<file path="src/rtl/ysyx_23060096_regfile_mp.sv">
// ysyx_23060096_regfile_mp: multi-port general-purpose register file for the NPC core.
//
// - Configurable read (NR_RD) and write (NR_WR) port counts.
// - x0 is hardwired to zero.
// - Reads are registered, with a per-port enable.
// - A per-register busy scoreboard is set at issue and cleared at writeback.
// - A sticky flag reports two write ports hitting the same register in one cycle.
//
// Optional build macro YSYX_RF_BYPASS_EN adds write-to-read forwarding in the
// read-data/rbusy muxes. All other logic is identical with or without it.
module ysyx_23060096_regfile_mp #(
    parameter int ADDR_WIDTH = 5,
    parameter int DATA_WIDTH = 32,
    parameter int NR_RD      = 2,
    parameter int NR_WR      = 2
) (
    input  logic                             clk,
    input  logic                             rst,
    input  logic [NR_RD-1:0]                 rd_en,
    input  logic [NR_RD*ADDR_WIDTH-1:0]      raddr,
    output logic [NR_RD*DATA_WIDTH-1:0]      rdata,
    output logic [NR_RD-1:0]                 rbusy,
    input  logic [NR_WR-1:0]                 wen,
    input  logic [NR_WR*ADDR_WIDTH-1:0]      waddr,
    input  logic [NR_WR*DATA_WIDTH-1:0]      wdata,
    input  logic                             iss_valid,
    input  logic [ADDR_WIDTH-1:0]            iss_rd,
    output logic [(1<<ADDR_WIDTH)-1:0]       busy,
    output logic                             wr_conflict
);

    localparam int NREG = 1 << ADDR_WIDTH;

    logic [DATA_WIDTH-1:0] rf [NREG];

    logic [ADDR_WIDTH-1:0] ra [NR_RD];
    logic [ADDR_WIDTH-1:0] wa [NR_WR];
    logic [DATA_WIDTH-1:0] wd [NR_WR];
    logic [NR_WR-1:0]      wr_act;
    logic                  conflict_now;
    logic [NREG-1:0]       busy_next;
    logic [DATA_WIDTH-1:0] rd_val [NR_RD];
    logic [NR_RD-1:0]      rb_val;

    // Unpack the flat port buses; a write is active only if it is enabled and not aimed at x0.
    // NOTE: every signal assigned in always_comb gets a value on every path, so no latch is inferred.
    always_comb begin
        for (int i = 0; i < NR_RD; i++) begin
            ra[i] = raddr[i*ADDR_WIDTH +: ADDR_WIDTH];
        end
        for (int j = 0; j < NR_WR; j++) begin
            wa[j]     = waddr[j*ADDR_WIDTH +: ADDR_WIDTH];
            wd[j]     = wdata[j*DATA_WIDTH +: DATA_WIDTH];
            wr_act[j] = wen[j] && (waddr[j*ADDR_WIDTH +: ADDR_WIDTH] != '0);
        end
    end

    // Detect two active write ports targeting the same register in this cycle.
    always_comb begin
        conflict_now = 1'b0;
        for (int j = 0; j < NR_WR; j++) begin
            for (int k = j + 1; k < NR_WR; k++) begin
                if (wr_act[j] && wr_act[k] && (wa[j] == wa[k])) begin
                    conflict_now = 1'b1;
                end
            end
        end
    end

    // Register array. A later port's assignment overrides an earlier one, so the highest index wins.
    // NOTE: the array is reset because the core expects every GPR to read as zero after reset.
    // NOTE: state is updated with non-blocking assignments so that all flops see pre-edge values.
    always_ff @(posedge clk or posedge rst) begin
        if (rst) begin
            for (int r = 0; r < NREG; r++) begin
                rf[r] <= '0;
            end
        end else begin
            for (int j = 0; j < NR_WR; j++) begin
                if (wr_act[j]) begin
                    rf[wa[j]] <= wd[j];
                end
            end
        end
    end

    // Scoreboard next state: writeback clears a bit, issue sets it, and issue wins on a collision.
    always_comb begin
        busy_next = busy;
        for (int j = 0; j < NR_WR; j++) begin
            if (wr_act[j]) begin
                busy_next[wa[j]] = 1'b0;
            end
        end
        if (iss_valid && (iss_rd != '0)) begin
            busy_next[iss_rd] = 1'b1;
        end
        busy_next[0] = 1'b0;
    end

    // Scoreboard flops and the sticky conflict flag. The flag is cleared only by reset.
    always_ff @(posedge clk or posedge rst) begin
        if (rst) begin
            busy        <= '0;
            wr_conflict <= 1'b0;
        end else begin
            busy <= busy_next;
            if (conflict_now) begin
                wr_conflict <= 1'b1;
            end
        end
    end

    // Read-side muxes. These return pre-edge contents, or same-cycle write data when forwarding is built in.
    always_comb begin
        for (int i = 0; i < NR_RD; i++) begin
            rd_val[i] = rf[ra[i]];
            rb_val[i] = busy[ra[i]];
`ifdef YSYX_RF_BYPASS_EN
            for (int j = 0; j < NR_WR; j++) begin
                if (wr_act[j] && (wa[j] == ra[i])) begin
                    rd_val[i] = wd[j];
                    rb_val[i] = iss_valid && (iss_rd == ra[i]);
                end
            end
`endif
            if (ra[i] == '0) begin
                rd_val[i] = '0;
                rb_val[i] = 1'b0;
            end
        end
    end

    // Registered read ports. A port holds its last result while its enable is low.
    always_ff @(posedge clk or posedge rst) begin
        if (rst) begin
            rdata <= '0;
            rbusy <= '0;
        end else begin
            for (int i = 0; i < NR_RD; i++) begin
                if (rd_en[i]) begin
                    rdata[i*DATA_WIDTH +: DATA_WIDTH] <= rd_val[i];
                    rbusy[i]                          <= rb_val[i];
                end
            end
        end
    end

endmodule

</file>
<file path="config.mk">
export PLATFORM = sky130hd
export DESIGN_NAME = ysyx_23060096_regfile_mp
export DESIGN_NICKNAME = d
export VERILOG_FILES = /design/src/rtl/ysyx_23060096_regfile_mp.sv
export SDC_FILE = /design/constraint.sdc
export NUM_CORES = 2
export LEC_CHECK = 0
export BUFFER_PORTS_ARGS = -buffer_cell sky130_fd_sc_hd__buf_4
export CORE_ASPECT_RATIO = 0.5
export CORE_MARGIN = 3
export CORE_UTILIZATION = 45
export CTS_BUF_LIST = sky130_fd_sc_hd__clkbuf_8
export DETAILED_ROUTE_END_ITERATION = 16
export SLEW_MARGIN = 20
export SYNTH_ARGS = -nofsm -noshare
export SYNTH_HDL_FRONTEND = slang
export SYNTH_SLANG_ARGS = --single-unit
</file>
<file path="constraint.sdc">
create_clock -name clk -period 47.4 [get_ports clk]
set_input_delay 7.11 -clock clk [delete_from_list [all_inputs] [get_ports clk]]
set_output_delay 7.11 -clock clk [all_outputs]
set_load 0.01 [all_outputs]
</file>
Yosys cells after proc, flatten, opt, wreduce, memory -nomap -nowiden
Cells that the tools add are included.

word-level totals
  word-level logic and storage cells = 109
  flip-flop bits (word level) = 1122

cells by class
  mux-type cells = 32
  magnitude comparators = 14
  reductions and logical operators = 15
  bitwise logic cells = 9
  equal/unequal tests = 1

operators with widths
  cell                                                               count
  bitwise mux 1024 bit                                               2
  two-way mux 1024 bit                                               2
  two-way mux 32 bit                                                 11
  binary-select mux 32 bit (select 5 bit)                            2
  demux 32 bit (select 5 bit)                                        2
  bitwise AND 32 bit                                                 2
  inverter 32 bit                                                    2
  bitwise OR 32 bit                                                  1
  less-than comparator 5 x 6 -> 1 bit, second input constant         5
  greater-or-equal comparator 6 bit, second input constant           4
  inverter 5 -> 6 bit                                                4
  demux 1 bit (select 5 bit)                                         3
  greater-or-equal comparator 5 x 1 -> 1 bit, second input constant  3
  nonzero test 5 bit                                                 3
  less-than comparator 6 x 1 -> 1 bit, second input constant         2
  binary-select mux 1 bit (select 5 bit)                             2
  logical AND 1 bit                                                  10
  zero test 5 bit                                                    2
  two-way mux 1 bit                                                  8
  equality test 5 bit                                                1

Depth between registers and ports, before layout
  word-level depth = 11
  gate-level depth with buffers = 9
  gate-level depth less buffers = 4

Least setup slack after synthesis
OpenSTA, ideal clock, no wires.

  kind = input to register
  start = in raddr[0]
  end = reg rdata[0]
  arrival = 8588 ps
  slack = 38685 ps
  stages on the path = 7
  buffers on the path = 3
  path through = buf_4 buf_6 buf_2 mux4_2 a22o_1 nor3_1 a211oi_1

between the ends
  longest elaborated chain between the ends = 5
  elaborated cells on any way between the ends = 6
  those cells by class = mux (4); bitwise (1); reduce/logical (1)

RTL lines
  element                                                 RTL line  source
  start: declaration                                      20        input logic [NR_RD*ADDR_WIDTH-1:0] raddr,
  inverter 5 -> 6 bit (implied by the code)               117       rd_val[i] = rf[ra[i]];
  binary-select mux 32 bit (select 5 bit)                 117
  two-way mux 32 bit (implied by the code) (2 in series)  117
  two-way mux 32 bit (*)                                  127       if (ra[i] == '0) begin
  end signal: indexed assignment                          142       rdata[i*DATA_WIDTH +: DATA_WIDTH] <= rd_val[i];
  end: declaration                                        21        output logic [NR_RD*DATA_WIDTH-1:0] rdata,

Mark *: on every way between the ends. The rest lies on a longest branch, timed or not. The select of a mux whose other input is x is not followed.
A chain may end at the register's enable or synchronous reset.

Worst setup path in the final report
  start = in raddr[1]
  end = reg rdata[5]

The elaborated chain is that of the path after synthesis.

==> impl_metrics.csv <==
group,metric,value,unit
final_layout,layout-drive-gt1-share,16.2,%
final_layout,final_cell_mix,"1173 x mux2i_1, 1122 x dfrtp_1, 744 x nor2_1, 737 x a21oi_1, 362 x mux4_2",
place,port_buffers,193,
global_routing,grt_pass1_vias,55162,
timing,setup_viol,0,
synthesis,synthTopCellsByArea,"dfrtp_1 41%, mux2i_1 17%, mux4_2 12%",
synthesis,synth_top_cell_by_area,"dfrtp_1",
synthesis,async_flop_share,100,%
clock_tree,cts-root-buf,"clkbuf_8",
detailed_routing,drtIter0Drc,9468,
synthesis,yosys_warnings,0,
worst_hold_path,min_path_type,"reg -> reg",
place,dp_hpwl,166000,um
synthesis,ys_ff_latch,1122,
global_routing,grt_use_total,36.4,%
timing,skew,0.0543,ns
die,start_util,45.5,%
detailed_routing,wl_per_cell,34.9,um
die,std_cell_rows,100,
power_and_ir_drop,p_per_area,42.0,mW/mm^2
power_and_ir_drop,total_power,3.07,mW
synthesis,yosysUniqueCellTypes,67,
place,placed_area,0.0695,sq mm
detailed_routing,wl,290000,um
worst_setup_path,start_kind,"input pin",
clock_tree,cts_tree,"done",
final_layout,fin_nets,6274,
global_routing,grt_max_degree,162,
synthesis,synth_enable_flop_cells,0,
clock_tree,htree_levels,4,
detailed_routing,drc,0,
detailed_routing,drtAntennaViolNets,0,
clock_tree,ctsHoldBuffers,0,
timing,slew_viol_final,0,
final_layout,final_cells,8314,
synthesis,avgSynthCellArea,10.4,sq um
clock_tree,cts_sinks,1122,
timing,fin_crit,9.71,ns
worst_setup_path,crit_buf_inv,3,
die,die_area,0.156,sq mm
die,fp.dieH,281,um
global_routing,grt_pass1_wl,411000,um
worst_setup_path,path_delay_family,"buffers and inverters",
die,die_w,556,um
worst_setup_path,arrival,10.47,ns
worst_setup_path,path_class,"in -> reg",
timing,fmax,103,MHz
detailed_routing,vias_per_cell,6.91,
worst_setup_path,crit_fanout,117,
clock_tree,cts_buffers,177,
timing,slew_headroom,18.3,%
global_routing,antenna_found_initial,30,
job,drv_cap,0,
clock_tree,clk-insertion-delay-late,0.96,ns
worst_setup_path,cpPeakStageDelay,0.89,ns
worst_setup_path,cp.required,48.16,ns
die,core-area,0.149,sq mm
final_layout,areaGrowthSynthToFinish,7.48,%
worst_setup_path,crit_path_top_delay_cell,"buf_4",
worst_setup_path,path_cells,"buf_8, buf_12, buf_4, mux4_2, a22o_1, nor3_1, a211oi_1",
worst_setup_path,end_kind,"register",
synthesis,synth-seq-area-share,41.3,%
timing,setup_tns,0,ns
global_routing,grt_overflow_total,0,
timing,rsz0062_at_grt,"false",
synthesis,synth_cells,6514,
timing,worst_pin_slew,1.22,ns
place,gp_congestion,0.903,
power_and_ir_drop,peakVddDrop,0.0310,mV
power_and_ir_drop,leakage,32.1,nW
final_layout,design_area,0.0731,sq mm
clock_tree,clk_pin_slew,0.07,ns
synthesis,syn-num-nets,6610,
synthesis,yosys_most_used_dff,"dfrtp_1",
final_layout,final_common_cell,"mux2i_1",
timing,min_period_over_period,20.5,%
clock_tree,post_cts_buffers,0,
synthesis,synthesis.area,0.0680,sq mm
detailed_routing,dr.pass1.iters,8,
die,io-pin-count,195,
detailed_routing,num_vias,57430,
outcome,outcome,"completed",
clock_tree,post_cts_resized,0,
synthesis,synthDominantCellAreaShare,41.3,%
clock_tree,cts_buffer_depth,3,
place,place_inst,7988,
timing,hold_viol_final,0,
==> through the flow <==
stage          util (%)  hold WS [ns]  setup slack [ns]
2_1_floorplan         -         0.445              8.69
3_3_place_gp       46.5         0.384             36.87
3_5_place_dp       46.5         0.390             36.83
4_1_cts            48.9         0.403             37.82
5_1_grt            48.9         0.409             37.57
6_report           48.9         0.406             37.69
==> cells in the mapped netlist (40+ instances only) <==
library cell and n:
buf_4 64, a32oi_1 176, mux2i_1 1173, o22ai_1 98, a22oi_1 64, dfrtp_1 1122, o21ai_0 268, buf_2 155
nand2_1 312, nor2_1 744, a21oi_1 737, mux4_2 362, buf_1 40, clkbuf_1 537, nand2b_1 73, o221ai_1 129
nor3_1 66, and2_1 73
==> cell type report <==
cell class,count,area [sq um]
well taps,1989,2490
diodes,22,55.1
flip-flops and latches,1122,28100
fillers,13506,76300
inverters,10,45.0
clock buffers,226,3110
clock inverters,78,364
multi-input cells,4562,36500
repair buffers,305,2420
==> registers in the layout, indices dropped and copies added, names as in the netlist <==
| name | flops |
|---|---|
| busy | 31 |
| rdata | 64 |
| rf | 1024 |
| wr_conflict | 1 |
| rbusy | 2 |
==> cells by family (layout without fill, tap and decap cells) <==
logic type      Yosys count  in the layout  synth area share (%)
simple gates           1379           1379                  8.93
mux                    1541           1541                  29.4
buf+inv                 830            619                  5.48
flops                  1122           1122                  41.3
other cells               1             23               0.00552
xor+xnor                  5              5                0.0644
compound gates         1636           1636                  14.9
==> metal layers <==
metal	vias to the layer above	share of wire [%]	global-route usage [%]
li1	23414	-	-
met1	28631	38	47.5
met2	4330	41	51.2
met3	1049	14	14.9
met4	6	6.0	20.1
met5	-	0.016	0.573
==> path summary, 6_finish.rpt <==
| kind | start | endpoint | slack, ns | depth (start not counted) |
|---|---|---|---|---|
| worst min-delay path | rf[1014] | rf[1014] | 0.41 | 0 |
| worst min register to register | rf[1014] | rf[1014] | 0.41 | 0 |
| min in group asynchronous | rst | rf[289] | 6.33 | 2 |
| worst max register to register | rf[3] | rdata[3] | 45.32 | 4 |
| worst max-delay path | raddr[1] | rdata[5] | 37.69 | 7 |
| max in group asynchronous | rst | rf[504] | 38.58 | 4 |
==> where the power goes <==
| group | total (mW) | leakage (nW) | internal (mW) | switching, mW |
|---|---|---|---|---|
| clock network | 0.853 | 1.98 | 0.425 | 0.428 |
| registers | 1.42 | 13.7 | 1.20 | 0.215 |
| logic | 0.794 | 16.5 | 0.405 | 0.389 |
Note: power is estimated with default switching activity, not from simulation.
